### src/rtl/hazard_pkg.sv
// Shared defaults, forward-select encoding and entry record for the D-stage hazard scoreboard.
package hazard_pkg;

  localparam int STAGES_DEF   = 3;
  localparam int RA_W_DEF     = 5;
  localparam int T_W_DEF      = 3;
  localparam int MULT_LAT_DEF = 5;
  localparam int DIV_LAT_DEF  = 10;

  localparam logic [1:0] FWD_RF = 2'd0;
  localparam logic [1:0] FWD_E  = 2'd1;
  localparam logic [1:0] FWD_M  = 2'd2;
  localparam logic [1:0] FWD_W  = 2'd3;

  typedef struct packed {
    logic [RA_W_DEF-1:0] wa;
    logic [T_W_DEF-1:0]  tnew;
  } sb_entry_t;

  // Map a scoreboard slot index to the forward-select code of that pipeline stage.
  function automatic logic [1:0] fwd_of_stage(input int k);
    case (k)
      0:       return FWD_E;
      1:       return FWD_M;
      default: return FWD_W;
    endcase
  endfunction

endpackage

### src/rtl/hazard_md_timer.sv
// HI/LO unit busy timer: loads the mult or div latency on an accepted start, then counts down.
module hazard_md_timer
  import hazard_pkg::*;
#(
  parameter int MULT_LAT = MULT_LAT_DEF,
  parameter int DIV_LAT  = DIV_LAT_DEF
) (
  input  logic clk,
  input  logic reset,
  input  logic start,
  input  logic div,
  output logic busy
);

  localparam int MAX_LAT = (DIV_LAT > MULT_LAT) ? DIV_LAT : MULT_LAT;
  localparam int CNT_W   = $clog2(MAX_LAT + 1);

  logic [CNT_W-1:0] count;

  always_ff @(posedge clk) begin
    if (!reset) begin
      count <= '0;
    end else if (start) begin
      count <= div ? CNT_W'(DIV_LAT) : CNT_W'(MULT_LAT);
    end else if (count != '0) begin
      count <= count - CNT_W'(1);
    end
  end

  assign busy = (count != '0);

endmodule

### src/rtl/hazard_scoreboard.sv
// D-stage hazard scoreboard: ages in-flight producers, derives stall and forward selects.
// Optional stall statistics counters are enabled by defining HAZARD_STATS_EN.
module hazard_scoreboard
  import hazard_pkg::*;
#(
  parameter int STAGES   = STAGES_DEF,
  parameter int RA_W     = RA_W_DEF,
  parameter int T_W      = T_W_DEF,
  parameter int MULT_LAT = MULT_LAT_DEF,
  parameter int DIV_LAT  = DIV_LAT_DEF
) (
  input  logic            clk,
  input  logic            reset,
  input  logic [RA_W-1:0] d_rs,
  input  logic [RA_W-1:0] d_rt,
  input  logic [T_W-1:0]  d_tuse_rs,
  input  logic [T_W-1:0]  d_tuse_rt,
  input  logic [RA_W-1:0] d_wa,
  input  logic [T_W-1:0]  d_tnew,
  input  logic            d_md_use,
  input  logic            d_md_start,
  input  logic            d_md_div,
`ifdef HAZARD_STATS_EN
  output logic [31:0]     stall_cnt,
  output logic [31:0]     md_stall_cnt,
`endif
  output logic            stall,
  output logic [1:0]      fwd_rs_sel,
  output logic [1:0]      fwd_rt_sel,
  output logic            md_busy
);

  logic [RA_W-1:0] wa   [STAGES];
  logic [T_W-1:0]  tnew [STAGES];

  logic rs_stall;
  logic rt_stall;
  logic md_stall;

  // Slot 0 takes the D instruction (or a bubble when stalled); older slots age toward zero.
  always_ff @(posedge clk) begin
    if (!reset) begin
      for (int k = 0; k < STAGES; k++) begin
        wa[k]   <= '0;
        tnew[k] <= '0;
      end
    end else begin
      for (int k = 0; k < STAGES - 1; k++) begin
        wa[k+1]   <= wa[k];
        tnew[k+1] <= (tnew[k] == '0) ? '0 : tnew[k] - T_W'(1);
      end
      wa[0]   <= stall ? '0 : d_wa;
      tnew[0] <= stall ? '0 : d_tnew;
    end
  end

  // Scan oldest to youngest so the youngest matching producer has the final say.
  always_comb begin
    rs_stall   = 1'b0;
    rt_stall   = 1'b0;
    fwd_rs_sel = FWD_RF;
    fwd_rt_sel = FWD_RF;
    for (int k = STAGES - 1; k >= 0; k--) begin
      if (d_rs != '0 && wa[k] == d_rs) begin
        rs_stall   = (tnew[k] > d_tuse_rs);
        fwd_rs_sel = (tnew[k] == '0) ? fwd_of_stage(k) : FWD_RF;
      end
      if (d_rt != '0 && wa[k] == d_rt) begin
        rt_stall   = (tnew[k] > d_tuse_rt);
        fwd_rt_sel = (tnew[k] == '0) ? fwd_of_stage(k) : FWD_RF;
      end
    end
  end

  assign md_stall = d_md_use & md_busy;
  assign stall    = rs_stall | rt_stall | md_stall;

  hazard_md_timer #(
    .MULT_LAT (MULT_LAT),
    .DIV_LAT  (DIV_LAT)
  ) u_md_timer (
    .clk   (clk),
    .reset (reset),
    .start (d_md_start & ~stall),
    .div   (d_md_div),
    .busy  (md_busy)
  );

`ifdef HAZARD_STATS_EN
  always_ff @(posedge clk) begin
    if (!reset) begin
      stall_cnt    <= '0;
      md_stall_cnt <= '0;
    end else begin
      if (stall && stall_cnt != '1) begin
        stall_cnt <= stall_cnt + 32'd1;
      end
      if (md_stall && md_stall_cnt != '1) begin
        md_stall_cnt <= md_stall_cnt + 32'd1;
      end
    end
  end
`endif

endmodule

### config.mk
export PLATFORM = sky130hd
export DESIGN_NAME = hazard_scoreboard
export DESIGN_NICKNAME = d
export VERILOG_FILES = /design/src/rtl/hazard_pkg.sv /design/src/rtl/hazard_md_timer.sv /design/src/rtl/hazard_scoreboard.sv
export SDC_FILE = /design/constraint.sdc
export NUM_CORES = 1
export LEC_CHECK = 0
export ABC_AREA = 0
export BUFFER_PORTS_ARGS = -buffer_cell sky130_fd_sc_hd__buf_2
export CORE_MARGIN = 2
export CORE_UTILIZATION = 45
export DETAILED_ROUTE_END_ITERATION = 8
export GPL_TIMING_DRIVEN = 0
export PLACE_DENSITY = 0.68
export RECOVER_POWER = 25
export SYNTH_ARGS = -nofsm -noshare
export SYNTH_HDL_FRONTEND = slang
export SYNTH_HIERARCHICAL = 1
export SYNTH_SLANG_ARGS = --single-unit
export TNS_END_PERCENT = 10
### constraint.sdc
create_clock -name clk -period 3.2 [get_ports clk]
set_clock_uncertainty 0.15 [all_clocks]
set_input_delay 0.16 -clock clk [delete_from_list [all_inputs] [get_ports clk]]
set_output_delay 0.16 -clock clk [all_outputs]
set_load 0.01 [all_outputs]
After elaboration in Yosys (flattened, before gate mapping) --
Memory sizes are Yosys's and may differ from the RTL's. Cells that the tools add are included.
Operators by class: add/sub/neg operators 3, magnitude comparators 6, equal/unequal tests 6, multiplexer cells 30, bitwise operators 11, reductions and logical operators 13
Operators by type and width (number):
- $eq 5x5->1 | 6
- $mux 5 | 4
- $gt 3x3->1 | 6
- $mux 3 | 6
- $mux 2 | 8
- $mux 4 | 3
- $reduce_bool 5->1 | 2
- $logic_not 3->1 | 3
- $mux 1 | 9
- $or 1x1->1 | 8
- $logic_and 1x1->1 | 6
- $sub 3x1->3 const B | 2
- $reduce_bool 4->1 | 1
- $sub 4x1->4 const B | 1
- $and 1x1->1 | 2
- $reduce_bool 2->1 | 1
- $not 1->1 | 1
Word-level totals: flip-flop bits (word level) 4, memory bits (writable) 24, bits of input ports 29, output and inout port bits 6, memories 2
Memories:
- wa | words 3, bits a word 5, rd ports 3, clocked after memory_dff 0, wr ports 3, RTL line hazard_scoreboard.sv:33 | logic [RA_W-1:0] wa [STAGES];
- tnew | words 3, bits a word 3, rd ports 3, clocked after memory_dff 0, wr ports 3, RTL line hazard_scoreboard.sv:34 | logic [T_W-1:0] tnew [STAGES];

Depth between registers and ports, before layout --
depth in word-level cells 10, gate-level depth with buffers 12, mapped depth without buffers 11

Modules after synthesis --
The synthesis kept the hierarchy.
By module, submodules not included:
- hazard_scoreboard | times used 1, cells each 192, area each 1710.4 sq um, sequential area each 480.5 sq um
- hazard_md_timer | times used 1, cells each 31, area each 250.2 sq um, sequential area each 80.1 sq um

Worst setup path before layout --
No wires, ideal clock.
kind reg-to-reg, start memory tnew[0][4] (netlist name), end register u_md_timer.count[3], data arrival time 2.245 ns, setup slack 0.693 ns, stages on the path, launching flop included 11, path buffers 1, path through dfxtp_1 ha_1 nor2b_1 o21a_1 o21ai_0 mux2i_1 a221o_1 buf_6 nor3b_2 nor2_1 a2111oi_1
RTL lines:
- from (decl) | RTL line hazard_scoreboard.sv:34
- to (signal assigned) | RTL line hazard_md_timer.sv:24 | count <= div ? CNT_W'(DIV_LAT) : CNT_W'(MULT_LAT);
- to (signal assigned) | RTL line hazard_md_timer.sv:26 | count <= count - CNT_W'(1);
- to (decl) | RTL line hazard_md_timer.sv:18 | logic [CNT_W-1:0] count;

==> results.py <==
metrics = {
    "status": {
        "status": "finished, final reports clean",
    },
    "floorplanning": {
        "io_pins": 35,
        "start_util_pct": 45.98,
        "row_count": 24,
        "core_area_mm2": 0.004264,
        "die_h_um": 70.01,
        "dieArea_mm2": 0.004901,
        "die_w_um": 70.01,
    },
    "synthesis": {
        "synthesis.instances": 223,
        "synth_top_cell_area_share_pct": 28.59,
        "avgSynthCellArea_um2": 8.792,
        "yosysTopAreaCell": "dfxtp_1",
        "synth_cell_types": 36,
        "synth_fa_ha_area_share_pct": 15.32,
        "synth_compound_area_share_pct": 7.084,
        "ys.warnings.count": 6,
        "yosysSeqAreaShare_pct": 28.59,
        "synth_nets": 276,
        "synth_xor_area_share_pct": 13.85,
        "syn-cell-area_mm2": 0.001961,
        "synth_simple_gate_area_share_pct": 29.16,
        "synth_top_family_by_area": "simple AND/OR/NAND/NOR gates",
        "synth.mux.area_fraction_pct": 1.595,
        "synth_area_leaders": "dfxtp_1, ha_1, xnor2_1",
        "ys_seq_elements": 28,
    },
    "critical_path": {
        "worstPathArrival_ns": 2.93,
        "rrSetupSlack_ns": 0.27,
        "r2r_start": "tnew[0][1]$_SDFF_PP0_",
        "timing.rr.end": "u_md_timer/count[3]$_SDFFE_PN0P_",
        "critPathLaunchType": "flop",
        "end_kind": "flop",
        "cp_data_required_time_ns": 3.21,
        "setup.worst_path.class": "flop to flop",
        "reg2regPathDepth": 10,
        "worst-path-max-fanout": 10,
    },
    "detailed_routing": {
        "drtIter0Drc": 73,
        "wirelength_um": 4104,
        "drtPass1Iterations": 4,
        "ant_nets": 0,
        "drc_errors": 0,
        "via_count": 1672,
        "post_drt_wl_per_cell_um": 12.75,
        "vias_per_cell": 5.193,
    },
    "min_path": {
        "holdCritPathClass": "primary input to flop",
        "holdPathEnd": "tnew[0][8]$_SDFF_PP0_",
        "min_path_cells": 2,
        "hp-start": "reset",
    },
    "timing": {
        "setup-violations-final": 0,
        "fmax_ghz": 0.3417,
        "drv_slew": 0,
        "period_needed_ns": 2.927,
        "maxSlewHeadroom_pct": 53.22,
        "hold_violations": 0,
        "tns_ns": 0,
        "fin_crit_sh_pct": 91.46,
        "rsz0062_at_grt": "false",
        "fin_hold_ws_ns": 0.03548,
        "tightestPinTransition_ns": 0.7016,
    },
    "clock_tree": {
        "cts_sinks": 28,
        "cts_root_buf": "clkbuf_8",
        "htree_levels": 1,
        "cts.path.max_buffers": 2,
        "cts_setup_buffers": 0,
        "insertion_delay_ns": 0.27,
        "postCtsResizedCells": 0,
        "holdBufCountCts": 9,
        "cts_buffers": 3,
        "cts_tree": "yes",
        "clk_pin_slew_ns": 0.09,
    },
    "placed_design": {
        "io_buffers": 34,
        "dpl.hpwl_um": 3354,
        "place_congestion": 0.8400,
    },
    "power": {
        "cellPowerDensity_mw_per_mm2": 546.7,
        "leakage_nw": 1.068,
        "irDropWorstVdd_uv": 343.8,
    },
    "global_route": {
        "antenna_found_initial": 0,
        "track_usage_pct": 17.51,
        "grt_start_max_net_pins": 17,
        "grt_pass1_vias": 1592,
        "grt_remaining_overflow": 0,
        "grt_pass1_wl_um": 6975,
    },
    "job": {
        "maxCapViolCount": 0,
    },
    "layout": {
        "area_growth_pct": 20.17,
        "fillers": 411,
        "nNetsFinal": 324,
        "drive_above_1_share_pct": 20.37,
        "antenna_cells": 0,
    },
}
==> flip-flops by register name, indices dropped and copies added, names as in the netlist <==
signal            count
wa                   15
u_md_timer/count      4
tnew                  9
==> worst max-delay path, cell delays in order (launching register included) <==
cell,delay (ns)
dfxtp_1,0.38
ha_1,0.26
nor2b_1,0.13
o21a_1,0.16
o21ai_0,0.25
o2bb2ai_1,0.15
a221o_1,0.28
buf_6,0.16
nor3b_2,0.40
nor2_1,0.12
a2111oi_1,0.39
==> final cells by class <==
class	count	area (µm²)	area share [%]
Clock inverter	1	30.03	1.275
Timing Repair Buffer	43	259.0	10.99
Multi-Input combinational cell	174	1314	55.76
Buffer	4	22.52	0.9559
Tap cell	52	65.06	2.762
Sequential cell	28	560.5	23.79
Clock buffer	3	41.29	1.753
Inverter	17	63.81	2.708
==> metrics by stage <==
| stage | cells | total power, mW | util, % | area (µm²) | worst slack [ns] |
|---|---|---|---|---|---|
| after floorplan | 223 | 0.8678 | - | 1961 | 0.6927 |
| after global placement | 309 | 1.001 | 51.50 | 2196 | 0.3633 |
| after detailed placement | 309 | 1.014 | 51.50 | 2196 | 0.3019 |
| after CTS | 322 | 1.296 | 55.28 | 2357 | 0.2799 |
| after global routing | 322 | 1.394 | 55.25 | 2356 | 0.04991 |
| final | 322 | 1.288 | 55.25 | 2356 | 0.2734 |
==> layout by cell type, fill, tap and decap left out, drive strengths merged <==
cell type,n
o21a,4
mux2,1
and4,1
nor2,14
clkbuf,7
nor3b,2
or4,1
dlygate4sd3,9
nand2,18
or3,1
a2111oi,1
a21oi,2
o211ai,1
or2,1
dfxtp,28
xor2,14
nand3,13
a221o,1
mux2i,2
and2,11
ha,24
nor4,3
bufinv,1
a31oi,1
buf,34
inv,17
o21ai,7
a32oi,2
xnor2,17
nor3,17
o2bb2ai,1
nand4,2
nand4b,4
nor2b,7
nand2b,1
==> logic make-up after synthesis <==
group / after synthesis
adders and majority gates: 24
and+or+nand+nor: 96
buffers and inverters: 21
muxes: 3
DFF: 28
AOI/OAI and AO/OA: 20
xor gates and xnor gates: 31
==> cells in the mapped netlist <==
cell type and instances:
or3_2 1, a221o_1 1, buf_6 1, nor3b_2 2
o211ai_1 1, nand4_1 2, nor2_4 1, nor4_1 3
nand2b_1 1, xor2_1 14, a31oi_1 1, nand2_1 18
o2bb2ai_1 1, or2_1 1, nor2_1 13, nor3_1 7
dfxtp_1 28, o21ai_0 6, clkbuf_1 3, nand4b_1 4
inv_1 17, ha_1 24, mux2i_1 2, a2111oi_1 1
nor2b_1 7, a32oi_1 2, or4_4 1, and2_1 11
xnor2_1 17, mux2_2 1, o21ai_2 1, and4_1 1
nand3_1 13, a21oi_1 2, o21a_1 4, nor3_2 10
==> worst max path at each step <==
stage	startpoint	to	slack (ns)	depth (start not counted)
floorplan	tnew[0][4]$_SDFF_PP0_	u_md_timer/count[3]$_SDFFE_PN0P_	0.69	10
global placement	d_tuse_rs[1]	u_md_timer/count[3]$_SDFFE_PN0P_	0.36	12
detailed placement	tnew[0][1]$_SDFF_PP0_	u_md_timer/count[3]$_SDFFE_PN0P_	0.30	10
CTS	tnew[0][1]$_SDFF_PP0_	u_md_timer/count[3]$_SDFFE_PN0P_	0.28	10
global route	tnew[0][1]$_SDFF_PP0_	u_md_timer/count[3]$_SDFFE_PN0P_	0.05	10
finish	tnew[0][1]$_SDFF_PP0_	u_md_timer/count[3]$_SDFFE_PN0P_	0.27	10
==> where the power goes <==
| part | switching, mW | internal, mW |
|---|---|---|
| Clock | 0.107 | 0.167 |
| Sequential | 0.0701 | 0.416 |
| Combinational | 0.280 | 0.247 |
==> metal layers <==
| layer | up-vias | share of wire, % | global-route usage, % |
|---|---|---|---|
| met3 | 4 | 3.2 | 2.020 |
| met4 | 0 | 0.76 | 4.274 |
| met5 | - | 0 | 0 |
| met2 | 29 | 45 | 29.10 |
| met1 | 778 | 51 | 24.24 |
| li1 | 861 | - | - |
(Power assumes the default switching activity.)
